[src/rtl/instruction_fetch_unit.sv]
// instruction_fetch_unit
// Fetch stage in front of a combinational instruction memory. It holds the PC,
// presents it to instruction memory, and captures {PC, instruction} pairs into a
// small FIFO that decode drains through a valid/ready handshake. Redirects
// from branch resolution flush the FIFO and restart fetch at a word-aligned target.
//
// Ports:
//   CLK         clock, rising edge
//   Reset       synchronous active-high reset
//   StartPC     PC loaded on reset
//   IMemAddress instruction memory address (the PC register)
//   IMemData    instruction word returned for IMemAddress
//   InstrOut    instruction at FIFO head (0 when empty)
//   InstrPC     PC of the FIFO head (0 when empty)
//   InstrValid  FIFO head is valid
//   InstrReady  decode accepts the head this cycle
//   Redirect    flush and refetch from RedirectPC
//   RedirectPC  redirect target
//   Misalign    one-cycle pulse: the last redirect target was not word aligned
//   FetchCount  completed handshakes since reset (wraps)
module instruction_fetch_unit #(
    parameter int unsigned DEPTH  = 2,
    parameter int unsigned PC_INC = 4
) (
    input  logic        CLK,
    input  logic        Reset,
    input  logic [63:0] StartPC,
    output logic [63:0] IMemAddress,
    input  logic [31:0] IMemData,
    output logic [31:0] InstrOut,
    output logic [63:0] InstrPC,
    output logic        InstrValid,
    input  logic        InstrReady,
    input  logic        Redirect,
    input  logic [63:0] RedirectPC,
    output logic        Misalign,
    output logic [31:0] FetchCount
);

    localparam int unsigned PTR_W = (DEPTH > 1) ? $clog2(DEPTH) : 1;
    localparam int unsigned CNT_W = PTR_W + 1;

    logic [63:0]      pc;
    logic [PTR_W-1:0] head;
    logic [PTR_W-1:0] tail;
    logic [CNT_W-1:0] count;
    logic [31:0]      fetch_count;
    logic             misalign_q;

    logic [31:0]      fifo_instr [DEPTH];
    logic [63:0]      fifo_pc    [DEPTH];

    logic             pop;
    logic             push;

    // Handshake and fill decisions; a full FIFO may still accept when it drains this cycle
    always_comb begin
        pop  = 1'b0;
        push = 1'b0;
        pop  = (count != '0) && InstrReady;
        push = !Redirect && ((count < CNT_W'(DEPTH)) || pop);
    end

    // PC, pointers, occupancy, delivered-count and misalign pulse
    always_ff @(posedge CLK) begin
        if (Reset) begin
            pc          <= StartPC;
            head        <= '0;
            tail        <= '0;
            count       <= '0;
            fetch_count <= '0;
            misalign_q  <= 1'b0;
        end else begin
            misalign_q <= Redirect && (RedirectPC[1:0] != 2'b00);
            // Decode consumed the head before any flush, so a pop always counts
            if (pop) begin
                fetch_count <= fetch_count + 32'd1;
            end
            if (Redirect) begin
                head  <= '0;
                tail  <= '0;
                count <= '0;
                pc    <= {RedirectPC[63:2], 2'b00};
            end else begin
                if (push) begin
                    tail <= tail + PTR_W'(1);
                    pc   <= pc + 64'(PC_INC);
                end
                if (pop) begin
                    head <= head + PTR_W'(1);
                end
                case ({push, pop})
                    2'b10:   count <= count + CNT_W'(1);
                    2'b01:   count <= count - CNT_W'(1);
                    default: count <= count;
                endcase
            end
        end
    end

    // FIFO storage; contents are only observed through occupied slots, so no reset
    always_ff @(posedge CLK) begin
        if (!Reset && push) begin
            fifo_instr[tail] <= IMemData;
            fifo_pc[tail]    <= pc;
        end
    end

    // Head read; an empty FIFO presents zeros
    always_comb begin
        InstrValid = 1'b0;
        InstrOut   = '0;
        InstrPC    = '0;
        if (count != '0) begin
            InstrValid = 1'b1;
            InstrOut   = fifo_instr[head];
            InstrPC    = fifo_pc[head];
        end
    end

    assign IMemAddress = pc;
    assign FetchCount  = fetch_count;
    assign Misalign    = misalign_q;

endmodule

[config.mk]
export PLATFORM = sky130hd
export DESIGN_NAME = instruction_fetch_unit
export DESIGN_NICKNAME = d
export VERILOG_FILES = /design/src/rtl/instruction_fetch_unit.sv
export SDC_FILE = /design/constraint.sdc
export NUM_CORES = 1
export LEC_CHECK = 0
export ABC_AREA = 1
export CORE_AREA = 2 2 168 202
export CTS_CLUSTER_DIAMETER = 150
export DETAILED_ROUTE_END_ITERATION = 6
export DIE_AREA = 0 0 170 204
export PLACE_DENSITY = 0.73
export SYNTH_ARGS = -nofsm -noshare
export SYNTH_HDL_FRONTEND = slang
export SYNTH_SLANG_ARGS = --single-unit
export TNS_END_PERCENT = 30
[constraint.sdc]
create_clock -name CLK -period 7.79 [get_ports CLK]
set_input_delay 1.558 -clock CLK [delete_from_list [all_inputs] [get_ports CLK]]
set_output_delay 1.558 -clock CLK [all_outputs]
set_load 0.05 [all_outputs]
==> flow_summary.yaml <==
floorplanning:
  fp.dieW_um: 170
  die_area_um2: 34700
  num_rows: 73
  fp.dieH_um: 204
  core_area_um2: 32900
  io_pins: 358
  initial_core_util: 0.442
sta:
  setup_tns_ns: 0
  hold_ws_ns: 0.459
  tightest_slew_ns: 1.15
  max_slew_margin: 0.231
  drv_slew: 0
  fin_skew_ns: 0.0189
  period_needed_ns: 5.05
  finalCritPeriodShare: 0.648
  setup_viol: 0
  fmax_mhz: 198
  rsz0062_at_grt: "false"
  hold_viol_final: 0
clock_tree:
  post_cts_buffers: 0
  cts_tree: "yes"
  holdBufCountCts: 0
  clk_latency_ns: 0.56
  numCtsBuffers: 30
  clk_transition_reported_paths_ns: 0.06
  htreeDepth: 1
  cts_root_buffer: "clkbuf_16"
  post_cts_resized: 0
  clock-sinks: 294
  ctsLongestPathBuffers: 3
critical_path:
  worst_path_max_delay_cell: "clkdlybuf4s50_1"
  r2r-end: "fifo_pc[0][4]$_DFFE_PP_"
  start_kind: "flip-flop"
  cp_data_required_time_ns: 6.23
  cp-endpoint: "InstrPC[30]"
  worstPathCellList: "clkinv_2 > buf_4 > nand2_1 > a21oi_1 > clkdlybuf4s50_1"
  r2r_setup_slack_ns: 5.07
  reg2reg_depth: 6
  max_stage_delay_ns: 0.77
  rr_startpoint: "count[1]$_SDFFE_PP0P_"
  endpoint_kind: "output port"
  path_class: "flip-flop to output port"
  cp.arrival_ns: 3.49
  crit_path_max_fanout: 51
synth:
  ys_seq_area_frac: 0.581
  synth_seq_cells: 294
  yosys.area.top_type: "edfxtp_1"
  syn-num-nets: 1819
  synth_warnings: 0
  ys_types: 34
  synthTopCellsByArea: "edfxtp_1 53%, nand2_1 15%, dfxtp_1 5.2%, nor2_1 4.4%, nand3_1 4.2%"
  synthArstFlopShare: 0
  synth_enable_flop_cells: 256
  synth_area_per_cell_um2: 8.80
  synth_top_area_share: 0.529
  netlist_area_um2: 14500
  syn_inst: 1652
  synth_ff_type: "edfxtp_1"
detailed_routing:
  drc: 0
  drt_iter0_markers: 1087
  routed_wl_mm: 46.3
  wire_per_inst_um: 19.1
  first_pass_iters: 6
  via_per_inst: 5.26
  ant_nets: 0
  via_count: 12800
placement:
  placed_area_um2: 18500
  port_buffers: 357
  place.gp.congestion: 0.966
  hpwl_mm: 34.0
grt:
  grtUsageTotal: 0.260
  grt_first_pass_wirelength_mm: 68.8
  grt_max_degree: 79
  grt_pass1_vias: 12100
  gr-total-overflow: 0
  antenna_found_initial: 2
outcome:
  status: "finished clean"
pwr:
  power_uw: 4210
  leakagePower_uw: 0.00708
  ir_drop_mv: 0.170
  p_per_area_nw_per_um2: 216
layout:
  antenna_cells: 0
  fillers: 2884
  final_cell_mix: "596 x nand2_1, 355 x clkdlybuf4s50_1, 256 x edfxtp_1"
  layout_commonest_cell: "nand2_1"
  syn2layout_area_growth_pct: 34.1
  drive_above_1_share: 0.0621
  design_area_um2: 19500
  nNetsFinal: 2155
min_path:
  hold_class: "flip-flop to flip-flop"
  hold_depth: 1
job:
  drv_cap: 0
kinds of logic after synthesis:
logic type / share of synthesized area
compound gates: 0.0751
xor+xnor: 0.0169
simple gates: 0.278
flops: 0.581
fa+ha+maj: 0.00258
buf+inv: 0.0466
worst max-delay path, delay by kind of cell (launching register included):
kind | cells | cell delay [ns]
AOI/OAI and AO/OA | 1 | 0.08
DFF | 1 | 0.64
and+or+nand+nor | 1 | 0.15
buffers and inverters | 3 | 1.98
per-layer routing:
| metal | vias up | GRT usage | part of all wire |
|---|---|---|---|
| met1 | 6004 | 0.321 | 0.40 |
| li1 | 6153 | - | - |
| met5 | - | 0 | 0.00028 |
| met2 | 517 | 0.460 | 0.49 |
| met3 | 79 | 0.0482 | 0.079 |
| met4 | 2 | 0.0827 | 0.029 |
synth_stat cells (all sizes together) (9+ instances only):
library cell,number
nand4,17
o21bai,44
nand3,126
buf,22
nor2,197
inv,110
dfxtp,38
o21ai,17
o211ai,9
clkbuf,42
a21oi,120
edfxtp,256
xnor2,9
nand2,614
xor2,19
through the flow:
step	utilization	std cells	setup slack, ns
finish	0.593	2424	2.74
global route	0.593	2424	2.56
CTS	0.593	2424	2.68
detailed placement	0.562	2368	2.97
global placement	0.562	2368	3.01
floorplan	-	1652	1.06
report_power, final:
group          internal (µW)  total (µW)  leakage (µW)  switching, µW
logic                    252         734       0.00380            482
clock network            860        1470      0.000495            610
registers               1890        2010       0.00278            116
sequential cells by signal (all words and copies together), names as in the netlist, named ones only:
| signal | cells |
|---|---|
| Misalign | 1 |
| FetchCount | 32 |
| count | 2 |
| fifo_instr | 64 |
| head | 1 |
| fifo_pc | 128 |
| IMemAddress | 64 |
| tail | 1 |
cell type report:
class	instances	area [µm²]	area share
repair buffers	368	3650	0.187
inverters	112	422	0.0216
clock buffers	32	779	0.0400
multi-input cells	1182	5430	0.279
well taps	412	515	0.0264
flip-flops and latches	294	8450	0.434
clock inverters	24	244	0.0125
how the worst min path moves through the flow:
stage                      startpoint         to  slack (ns)
detailed placement  head$_SDFFE_PP0P_  flip-flop        0.45
finish              head$_SDFFE_PP0P_  flip-flop        0.46
global placement    head$_SDFFE_PP0P_  flip-flop        0.43
floorplan           head$_SDFFE_PP0P_  flip-flop        0.43
CTS                 head$_SDFFE_PP0P_  flip-flop        0.46
global route        head$_SDFFE_PP0P_  flip-flop        0.47
Power figures use the tool's default switching activity.
